**src/rtl/seg_pkg.sv**
```systemverilog
// Shared types and segment codes for the seven-segment display path.
// Codes are active-low {dp,g,f,e,d,c,b,a}; dp is always off.
package seg_pkg;

    typedef logic [7:0] seg_t;
    typedef logic [1:0] digit_idx_t;

    typedef enum logic {
        SHOW  = 1'b0,
        BLANK = 1'b1
    } scan_state_t;

    localparam seg_t SEG_0     = 8'hC0;
    localparam seg_t SEG_1     = 8'hF9;
    localparam seg_t SEG_2     = 8'hA4;
    localparam seg_t SEG_3     = 8'hB0;
    localparam seg_t SEG_4     = 8'h99;
    localparam seg_t SEG_5     = 8'h92;
    localparam seg_t SEG_6     = 8'h82;
    localparam seg_t SEG_7     = 8'hF8;
    localparam seg_t SEG_8     = 8'h80;
    localparam seg_t SEG_9     = 8'h90;
    localparam seg_t SEG_DASH  = 8'hBF;
    localparam seg_t SEG_E     = 8'h86;
    localparam seg_t SEG_BLANK = 8'hFF;

endpackage

```
**src/rtl/bcd_to_seg.sv**
```systemverilog
// BCD digit to seven-segment decoder. Non-decimal values show a dash so
// corrupted timer digits are visible instead of silently wrong.
import seg_pkg::*;

module bcd_to_seg (
    input  logic [3:0] value,
    input  logic       blank,
    output seg_t       seg
);

    // Decode the digit, forcing all segments off when blanked
    always_comb begin
        seg = SEG_BLANK;
        if (!blank) begin
            case (value)
                4'd0:    seg = SEG_0;
                4'd1:    seg = SEG_1;
                4'd2:    seg = SEG_2;
                4'd3:    seg = SEG_3;
                4'd4:    seg = SEG_4;
                4'd5:    seg = SEG_5;
                4'd6:    seg = SEG_6;
                4'd7:    seg = SEG_7;
                4'd8:    seg = SEG_8;
                4'd9:    seg = SEG_9;
                default: seg = SEG_DASH;
            endcase
        end
    end

endmodule

```
**src/rtl/time_seg_display.sv**
```systemverilog
// Scans the timer's hundreds/tens/ones digits plus a game-over status digit
// onto a 4-digit common-anode display. Inputs are captured once per frame so
// a digit set is never shown half-updated.
import seg_pkg::*;

module time_seg_display #(
    parameter int CLK_FREQ = 50_000_000,
    parameter int SCAN_HZ  = 1000,
    parameter int DEAD_CYC = 50,
    parameter int BLINK_HZ = 2,
    parameter int LZB      = 1
) (
    input  logic       sys_clk,
    input  logic       sys_rst,
    input  logic [3:0] time_1s,
    input  logic [3:0] time_10s,
    input  logic [3:0] time_100s,
    input  logic       time_max_flag,
    input  logic       game_over,
    output logic [3:0] sel,
    output logic [7:0] seg
);

    localparam int SLOT_CYC   = CLK_FREQ / SCAN_HZ;
    localparam int BLINK_HALF = CLK_FREQ / (2 * BLINK_HZ);
    localparam int SLOT_W     = (SLOT_CYC > 1) ? $clog2(SLOT_CYC) : 1;
    localparam int BLINK_W    = (BLINK_HALF > 1) ? $clog2(BLINK_HALF) : 1;

    localparam logic [SLOT_W-1:0]  SLOT_LAST  = SLOT_W'(SLOT_CYC - 1);
    localparam logic [SLOT_W-1:0]  DEAD_START = SLOT_W'(SLOT_CYC - DEAD_CYC);
    localparam logic [BLINK_W-1:0] BLINK_LAST = BLINK_W'(BLINK_HALF - 1);

    logic [SLOT_W-1:0]  slot_cnt;
    logic [BLINK_W-1:0] blink_cnt;
    digit_idx_t         idx;
    scan_state_t        state;
    logic               blink_on;

    logic [3:0] snap_1s, snap_10s, snap_100s;
    logic       snap_max, snap_go;

    logic       slot_wrap, snap_take;
    logic [3:0] digit_val;
    logic       digit_blank;
    seg_t       digit_seg, slot_seg;

    assign slot_wrap = (slot_cnt == SLOT_LAST);
    assign snap_take = slot_wrap && (idx == 2'd3);

    // Slot counter, digit index and SHOW/BLANK phase; state tracks slot_cnt
    // so SHOW holds exactly while the counter is below DEAD_START
    always_ff @(posedge sys_clk or posedge sys_rst) begin
        if (sys_rst) begin
            slot_cnt <= '0;
            idx      <= '0;
            state    <= SHOW;
        end else if (slot_wrap) begin
            slot_cnt <= '0;
            idx      <= idx + 2'd1;
            state    <= SHOW;
        end else begin
            slot_cnt <= slot_cnt + SLOT_W'(1);
            if (slot_cnt + SLOT_W'(1) == DEAD_START)
                state <= BLANK;
        end
    end

    // Capture all display inputs together at the start of each frame
    always_ff @(posedge sys_clk or posedge sys_rst) begin
        if (sys_rst) begin
            snap_1s   <= '0;
            snap_10s  <= '0;
            snap_100s <= '0;
            snap_max  <= 1'b0;
            snap_go   <= 1'b0;
        end else if (snap_take) begin
            snap_1s   <= time_1s;
            snap_10s  <= time_10s;
            snap_100s <= time_100s;
            snap_max  <= time_max_flag;
            snap_go   <= game_over;
        end
    end

    // Blink phase runs only while saturated; a frame without the flag
    // restarts it in the visible phase on the same edge as the snapshot
    always_ff @(posedge sys_clk or posedge sys_rst) begin
        if (sys_rst) begin
            blink_cnt <= '0;
            blink_on  <= 1'b1;
        end else if (snap_take && !time_max_flag) begin
            blink_cnt <= '0;
            blink_on  <= 1'b1;
        end else if (snap_max) begin
            if (blink_cnt == BLINK_LAST) begin
                blink_cnt <= '0;
                blink_on  <= ~blink_on;
            end else begin
                blink_cnt <= blink_cnt + BLINK_W'(1);
            end
        end
    end

    // Select the current slot's digit and its blanking (blink, leading zeros)
    always_comb begin
        digit_val   = 4'd0;
        digit_blank = 1'b1;
        case (idx)
            2'd0: begin
                digit_val   = snap_1s;
                digit_blank = !blink_on;
            end
            2'd1: begin
                digit_val   = snap_10s;
                digit_blank = !blink_on ||
                              ((LZB != 0) && (snap_100s == 4'd0) && (snap_10s == 4'd0));
            end
            2'd2: begin
                digit_val   = snap_100s;
                digit_blank = !blink_on || ((LZB != 0) && (snap_100s == 4'd0));
            end
            default: begin
                digit_val   = 4'd0;
                digit_blank = 1'b1;
            end
        endcase
    end

    bcd_to_seg u_bcd_to_seg (
        .value (digit_val),
        .blank (digit_blank),
        .seg   (digit_seg)
    );

    assign slot_seg = (idx == 2'd3) ? (snap_go ? SEG_E : SEG_BLANK) : digit_seg;

    // Register the anode/segment drive; reset blanks the display at once
    always_ff @(posedge sys_clk or posedge sys_rst) begin
        if (sys_rst) begin
            sel <= 4'b1111;
            seg <= SEG_BLANK;
        end else if (state == SHOW) begin
            sel <= ~(4'b0001 << idx);
            seg <= slot_seg;
        end else begin
            sel <= 4'b1111;
            seg <= SEG_BLANK;
        end
    end

endmodule

```
**config.mk**
```make
export PLATFORM = sky130hd
export DESIGN_NAME = time_seg_display
export DESIGN_NICKNAME = d
export VERILOG_FILES = /design/src/rtl/seg_pkg.sv /design/src/rtl/bcd_to_seg.sv /design/src/rtl/time_seg_display.sv
export SDC_FILE = /design/constraint.sdc
export NUM_CORES = 1
export LEC_CHECK = 0
export CORE_ASPECT_RATIO = 0.75
export CORE_MARGIN = 1
export CORE_UTILIZATION = 40
export CTS_BUF_LIST = sky130_fd_sc_hd__clkbuf_2 sky130_fd_sc_hd__clkbuf_4 sky130_fd_sc_hd__clkbuf_8
export DETAILED_ROUTE_END_ITERATION = 16
export PLACE_DENSITY = 0.55
export SLEW_MARGIN = 20
export SYNTH_ARGS = -nofsm -noshare
export SYNTH_HDL_FRONTEND = slang
export SYNTH_SLANG_ARGS = --single-unit
```
**constraint.sdc**
```tcl
create_clock -name sys_clk -period 3.7 [get_ports sys_clk]
set_input_delay 0.74 -clock sys_clk [delete_from_list [all_inputs] [get_ports sys_clk]]
set_output_delay 0.74 -clock sys_clk [all_outputs]
set_load 0.1 [all_outputs]
```
# After elaboration in Yosys (flattened, before gate mapping)
# Memory sizes are Yosys's and may differ from the RTL's.
# Index checks and enable logic that the tools add are counted.
[classes]
n_eq_ne = 6
order_cmp = 0
bitwise = 2
mul = 0
n_mux = 16
reduce_logical = 14
shift = 1
addsub = 3
div_mod_pow = 0
[ops]
columns = ["cell", "n"]
rows = [
  ["24-bit 2-to-1 mux", 3],
  ["16-bit equality test, second input constant", 2],
  ["24-bit by 1-bit adder with 24-bit output, second input constant", 1],
  ["24-bit equality test, second input constant", 1],
  ["8-bit 2-to-1 mux", 3],
  ["16-bit by 1-bit adder with 16-bit output, second input constant", 1],
  ["16-bit 2-to-1 mux", 1],
  ["4-bit one-hot mux with 3 select lines", 1],
  ["4-bit logical NOT", 2],
  ["7-bit 2-to-1 mux", 1],
  ["2-bit nonzero test", 3],
  ["1-bit 2-to-1 mux", 5],
  ["2-bit equality test, second input constant", 2],
  ["4-bit 2-to-1 mux", 1],
  ["4-bit NOT", 1],
  ["1-bit by 2-bit left shift with 4-bit output, first input constant", 1],
  ["1-bit logical AND", 3],
  ["1-bit one-hot mux with 3 select lines", 1],
  ["2-bit by 1-bit adder with 2-bit output, second input constant", 1],
  ["2-bit by 1-bit equality test with 1-bit output, second input constant", 1],
  ["1-bit logical NOT", 2],
  ["2-bit logical NOT", 1],
  ["1-bit logical OR", 2],
  ["2-bit AND reduction", 1],
  ["1-bit NOT", 1],
]
[totals]
regBits = 70
out_inout_bits = 12
wordCells = 55
n_memories = 1
rom_bits = 112
latchBits = 0
ram_bits = 0
[memory_table]
columns = ["memory", "words", "word_bits", "rd", "rd_ports_with_merged_regs", "wr", "line_no", "source"]
rows = [
  ["(no name shown)", 16, 7, 1, 0, 0, "bcd_to_seg.sv:15", "case (value)"],
]

# Longest topological paths before layout
[logic_depth]
ltp_word = 7
mapped_depth = 10
mapped_depth_nobuf = 10

# Modules after synthesis
# Synthesis repeated with hierarchy kept, for this count alone.
[unflattened]
hier_cells = 385
area_unflattened_um2 = 3803.6
[modules_own_cells]
columns = ["mod", "n_inst", "area_each_um2", "cells_per_inst", "seq_area_each_um2"]
rows = [
  ["time_seg_display", 1, 3559.7, 348, 1767.9],
  ["bcd_to_seg", 1, 244.0, 37, 0.0],
]

# Worst setup path after synthesis
# No wires, ideal clock.
[synth_timing]
kind = "register -> register"
start = "register slot_cnt[0]"
end = "register blink_cnt[12]"
path_stages_with_launch = 9
required_ns = 3.622
period_less_slack_ns = 2.722
setup_time_ns = 0.078
slack_ns = 0.978
arrival_ns = 2.644
cell_sequence = "dfrtp_1 ha_1 buf_2 or4bb_1 nor4_4 a21oi_2 buf_2 or4b_1 a21oi_1"
[synth_via]
elab_chain_cells = 4
[synth_rtl]
columns = ["element", "line_no", "source"]
rows = [
  ["from (decl)", "time_seg_display.sv:33", "logic [SLOT_W-1:0] slot_cnt;"],
  ["from (signal assigned)", "time_seg_display.sv:62", "slot_cnt <= slot_cnt + SLOT_W'(1);"],
  ["16-bit equality test *", "time_seg_display.sv:47", "assign slot_wrap = (slot_cnt == SLOT_LAST);"],
  ["1-bit logical AND *", "time_seg_display.sv:48", "assign snap_take = slot_wrap && (idx == 2'd3);"],
  ["1-bit logical AND *", "time_seg_display.sv:91", "end else if (snap_take && !time_max_flag) begin"],
  ["24-bit 2-to-1 mux / 2-bit nonzero test (equally long branches)", "--", ""],
  ["to (signal assigned)", "time_seg_display.sv:99", "blink_cnt <= blink_cnt + BLINK_W'(1);"],
  ["to (decl)", "time_seg_display.sv:34", "logic [BLINK_W-1:0] blink_cnt;"],
]
# Mark *: on every way between the ends. The rest lies on a longest branch, timed or not.
# A chain may end at the register's enable or synchronous reset.

# Worst setup path after layout
[layout_timing]
start = "register slot_cnt[0]"
end = "register snap_10s[2]"
[layout_via]
elab_chain_cells = 2
[layout_rtl]
columns = ["element", "line_no", "source"]
rows = [
  ["16-bit equality test", "time_seg_display.sv:47", ""],
  ["1-bit logical AND", "time_seg_display.sv:48", ""],
  ["to (signal assigned)", "time_seg_display.sv:78", "snap_10s <= time_10s;"],
  ["to (decl)", "time_seg_display.sv:39", "logic [3:0] snap_1s, snap_10s, snap_100s;"],
]
# No other way between the ends.

==> metrics.md <==
| Metric | Value |
|---|---|
| Outcome | completed |
| DR top layer | met4 |
| Period minus WS final | 2.94 ns |
| RSZ-0062 raised after global routing | no |
| Crit path DAT | 3.18 ns |
| Gate count after technology mapping | 396 |
| Post-synth EDFFs | 0 |
| CP cell instances | ha_1 > or4bb_1 > nor4_4 > buf_4 > nand2_1 > mux2_2 |
| DR pass1 iterations | 5 |
| CP max FO | 18 |
| Clock transition at the registers of the reported paths | 0.07 ns |
| Post-route cell area | 4390 um2 |
| Hold Path Class | flop to flop |
| Fill cells | 900 |
| Initial Utilization | 0.420 |
| Die X-Extent | 116 um |
| FMAX | 340 MHz |
| Synthesized area per cell | 9.79 um2 |
| Core box area | 9230 um2 |
| Vias in the first global route | 2,867 |
| Root Driver | clkbuf_8 |
| Gr ovfl total | 0 |
| Net Sw Power | 392 uW |
| Synth-to-Final Area Change | 13.4% |
| Detailed Route Iter0 Violations | 226 |
| Cts hold-fix bufs | 0 |
| DR vias/cell | 5.67 |
| Clk_lat worst skew | 0.36 ns |
| Share of cells above drive strength 1 | 0.134 |
| Yosys warns | 0 |
| DRC | 0 |
| Post-CTS Repair Setup Buffers | 0 |
| Final GP Congestion | 0.831 |
| Slowest CP cell | or4bb_1 |
| Clock power share | 0.369 |
| DR vias | 3,097 |
| Longest Clk Path Bufs | 2 |
| Worst path bufs/invs | 1 |
| I/O pins | 28 |
| WL met1 | 4310 um |
| Final HPWL DP | 6010 um |
| Total clock sinks | 69 |
| Non-filler cells in the finished layout | 546 |
| Crit-path max cell delay | 0.56 ns |
| N_diodes | 0 |
| # rows | 30 |
| Area contributors post-synth | dfrtp_1 37%, dfstp_2 8.1%, mux2_2 4.6%, ha_1 3.9%, a21oi_1 3.4% |
| Slew @ Worst Pin | 0.971 ns |
| Comb power frac | 0.092 |
| Internal Power | 1070 uW |
| Setup crit end kind | flop |
| Post-DRT Antenna Nets | 0 |
| Num CTS Buffers | 9 |
| Post-DP Area | 4230 um2 |
| Cell variety after synth | 56 |
| Placed Cells | 530 |
| First-pass GRT wire length | 14,800 um |
| CTS H-tree depth | 3 |
| Routed length on met2 | 3760 um |
| Pin count of the biggest net entering global routing | 70 |
| CP top delay family | simple AND/OR/NAND/NOR gates |
| Mapped Area | 3870 um2 |
| Maximum VDD drop | 0.000196 V |
| DR WL met3 | 433 um |
| Top cell type's share of synthesized area | 0.368 |
| Slew headroom | 0.351 |
| Synth area leader | dfrtp_1 |
| CP Class | flop to flop |
| Port Buffer Count | 26 |
| PwrDens | 333 nW/um2 |
| Startpoint types | flop |
| Die ar. | 10,100 um2 |
| Wire per inst | 15.8 um |
| Nets | 441 |
| TritonCTS clock tree | yes |
| Worst Path Required | 3.94 ns |
| Pins over their slew limit | 0 |
| Fin Clk Skew | 0.0119 ns |
| Post-synth ARST share | 1.00 |
| Setup_tns | 0 ns |
| Total track usage | 0.193 |
| DRT Wirelength | 8610 um |
| Post-cts resize count | 0 |
| Sequential area share after synthesis | 0.449 |
| Leak | 0.00177 uW |
| Final setup vio count | 0 |
| Dominant synthesized flop cell | dfrtp_1 |
| Syn Nets | 424 |
| Fin crit share | 0.794 |
| Antenna violations before repair | 0 |
| Count of state elements after synthesis | 69 |
| Max-cap violations | 0 |
| Final hold vios | 0 |
| Final core occ | 0.476 |
| Die Ht | 87.2 um |
| Switching fraction of total power | 0.267 |
| Power share of the sequential group | 0.538 |
[cells in the mapped netlist (all sizes together) (2+ instances only)]
cell and n:
dfrtp 57, a211oi 2, o31ai 11, nand2 26
a32o 2, nor3 6, nand2b 7, a31oi 5
nand4bb 2, or4 15, mux2i 2, mux2 16
and3b 2, nor4 8, or2 4, inv 15
ha 12, buf 6, and2 2, o211ai 6
clkbuf 17, a222oi 4, o21ai 18, xnor2 7
nor2 19, and4 7, nor2b 3, or4b 2
or3 8, and3 3, nand4 12, nand3 22
xor2 12, nand3b 2, a21oi 27, dfstp 12
[power groups by stage]
stage	clock network (uW)	logic, uW	registers (uW)
4_1_cts	560	138	789
3_3_place_gp	0	136	803
6_report	541	135	789
3_5_place_dp	0	137	803
2_1_floorplan	0	48.8	848
5_1_grt	598	147	791
[sequential cells by signal, summed over array words and instances (netlist names), 2 cells and up]
name and count:
snap_10s 4, idx 2, snap_100s 4, seg 7, slot_cnt 16, snap_1s 4
blink_cnt 24, sel 4
[per-layer routing]
layer  up-vias  track usage
li1       1511            -
met1      1503        0.273
met2        74        0.283
met3         9       0.0543
met4         0       0.0629
met5         -            0
[worst paths after layout]
check / startpoint / endpoint / slack (ns) / cells past startpoint
min: snap_1s[0] / snap_1s[0] / 0.52 / 1
max in group asynchronous: sys_rst / slot_cnt[6] / 2.15 / 3
min in group asynchronous: sys_rst / blink_cnt[8] / 0.95 / 3
max reg2reg: slot_cnt[0] / snap_10s[2] / 0.76 / 6
min reg2reg: snap_1s[0] / snap_1s[0] / 0.52 / 1
max: slot_cnt[0] / snap_10s[2] / 0.76 / 6
[cell type report]
| cell class | count | area [um2] | share of cell area |
|---|---|---|---|
| well taps | 128 | 160 | 0.0364 |
| repair buffers | 29 | 283 | 0.0644 |
| flip-flops and latches | 69 | 1740 | 0.396 |
| inverters | 15 | 56.3 | 0.0128 |
| multi-input cells | 289 | 1990 | 0.452 |
| clock buffers | 11 | 139 | 0.0316 |
| clock inverters | 5 | 27.5 | 0.00626 |
[cell families (layout without fill, tap and decap cells)]
kind of cell / count (synthesis) / count (layout) / synth area share
and+or+nand+nor: 154 / 154 / 0.234
AOI/OAI and AO/OA: 85 / 85 / 0.142
DFF: 69 / 69 / 0.449
buffers and inverters: 38 / 60 / 0.0397
xor gates and xnor gates: 19 / 19 / 0.0429
muxes: 18 / 18 / 0.0517
adders and majority gates: 12 / 12 / 0.0387
other: 1 / 1 / 0.000968
[worst reg2reg max path, cell delays in order, from the launching register on]
cell	delay [ns]
dfrtp_1	0.47
ha_1	0.35
or4bb_1	0.57
nor4_4	0.30
buf_4	0.29
nand2_1	0.42
mux2_2	0.44
[placed cells by master, fill, tap and decap left out, types with 14 or more instances in the layout]
cell,instances
inv_1,14
nand2_1,26
clkdlybuf4s50_1,26
o21ai_0,18
nand3_1,22
dfrtp_1,57
a21oi_1,26
mux2_2,16
or4_1,15
nor2_1,19
[through the flow]
stage / setup WS [ns] / total power [uW] / hold slack [ns]
2_1_floorplan: 0.978 / 897 / 0.473
3_3_place_gp: 0.874 / 938 / 0.500
3_5_place_dp: 0.767 / 940 / 0.506
4_1_cts: 0.759 / 1490 / 0.519
5_1_grt: 0.548 / 1540 / 0.544
6_report: 0.762 / 1470 / 0.518
Power figures use the tool's default switching activity.
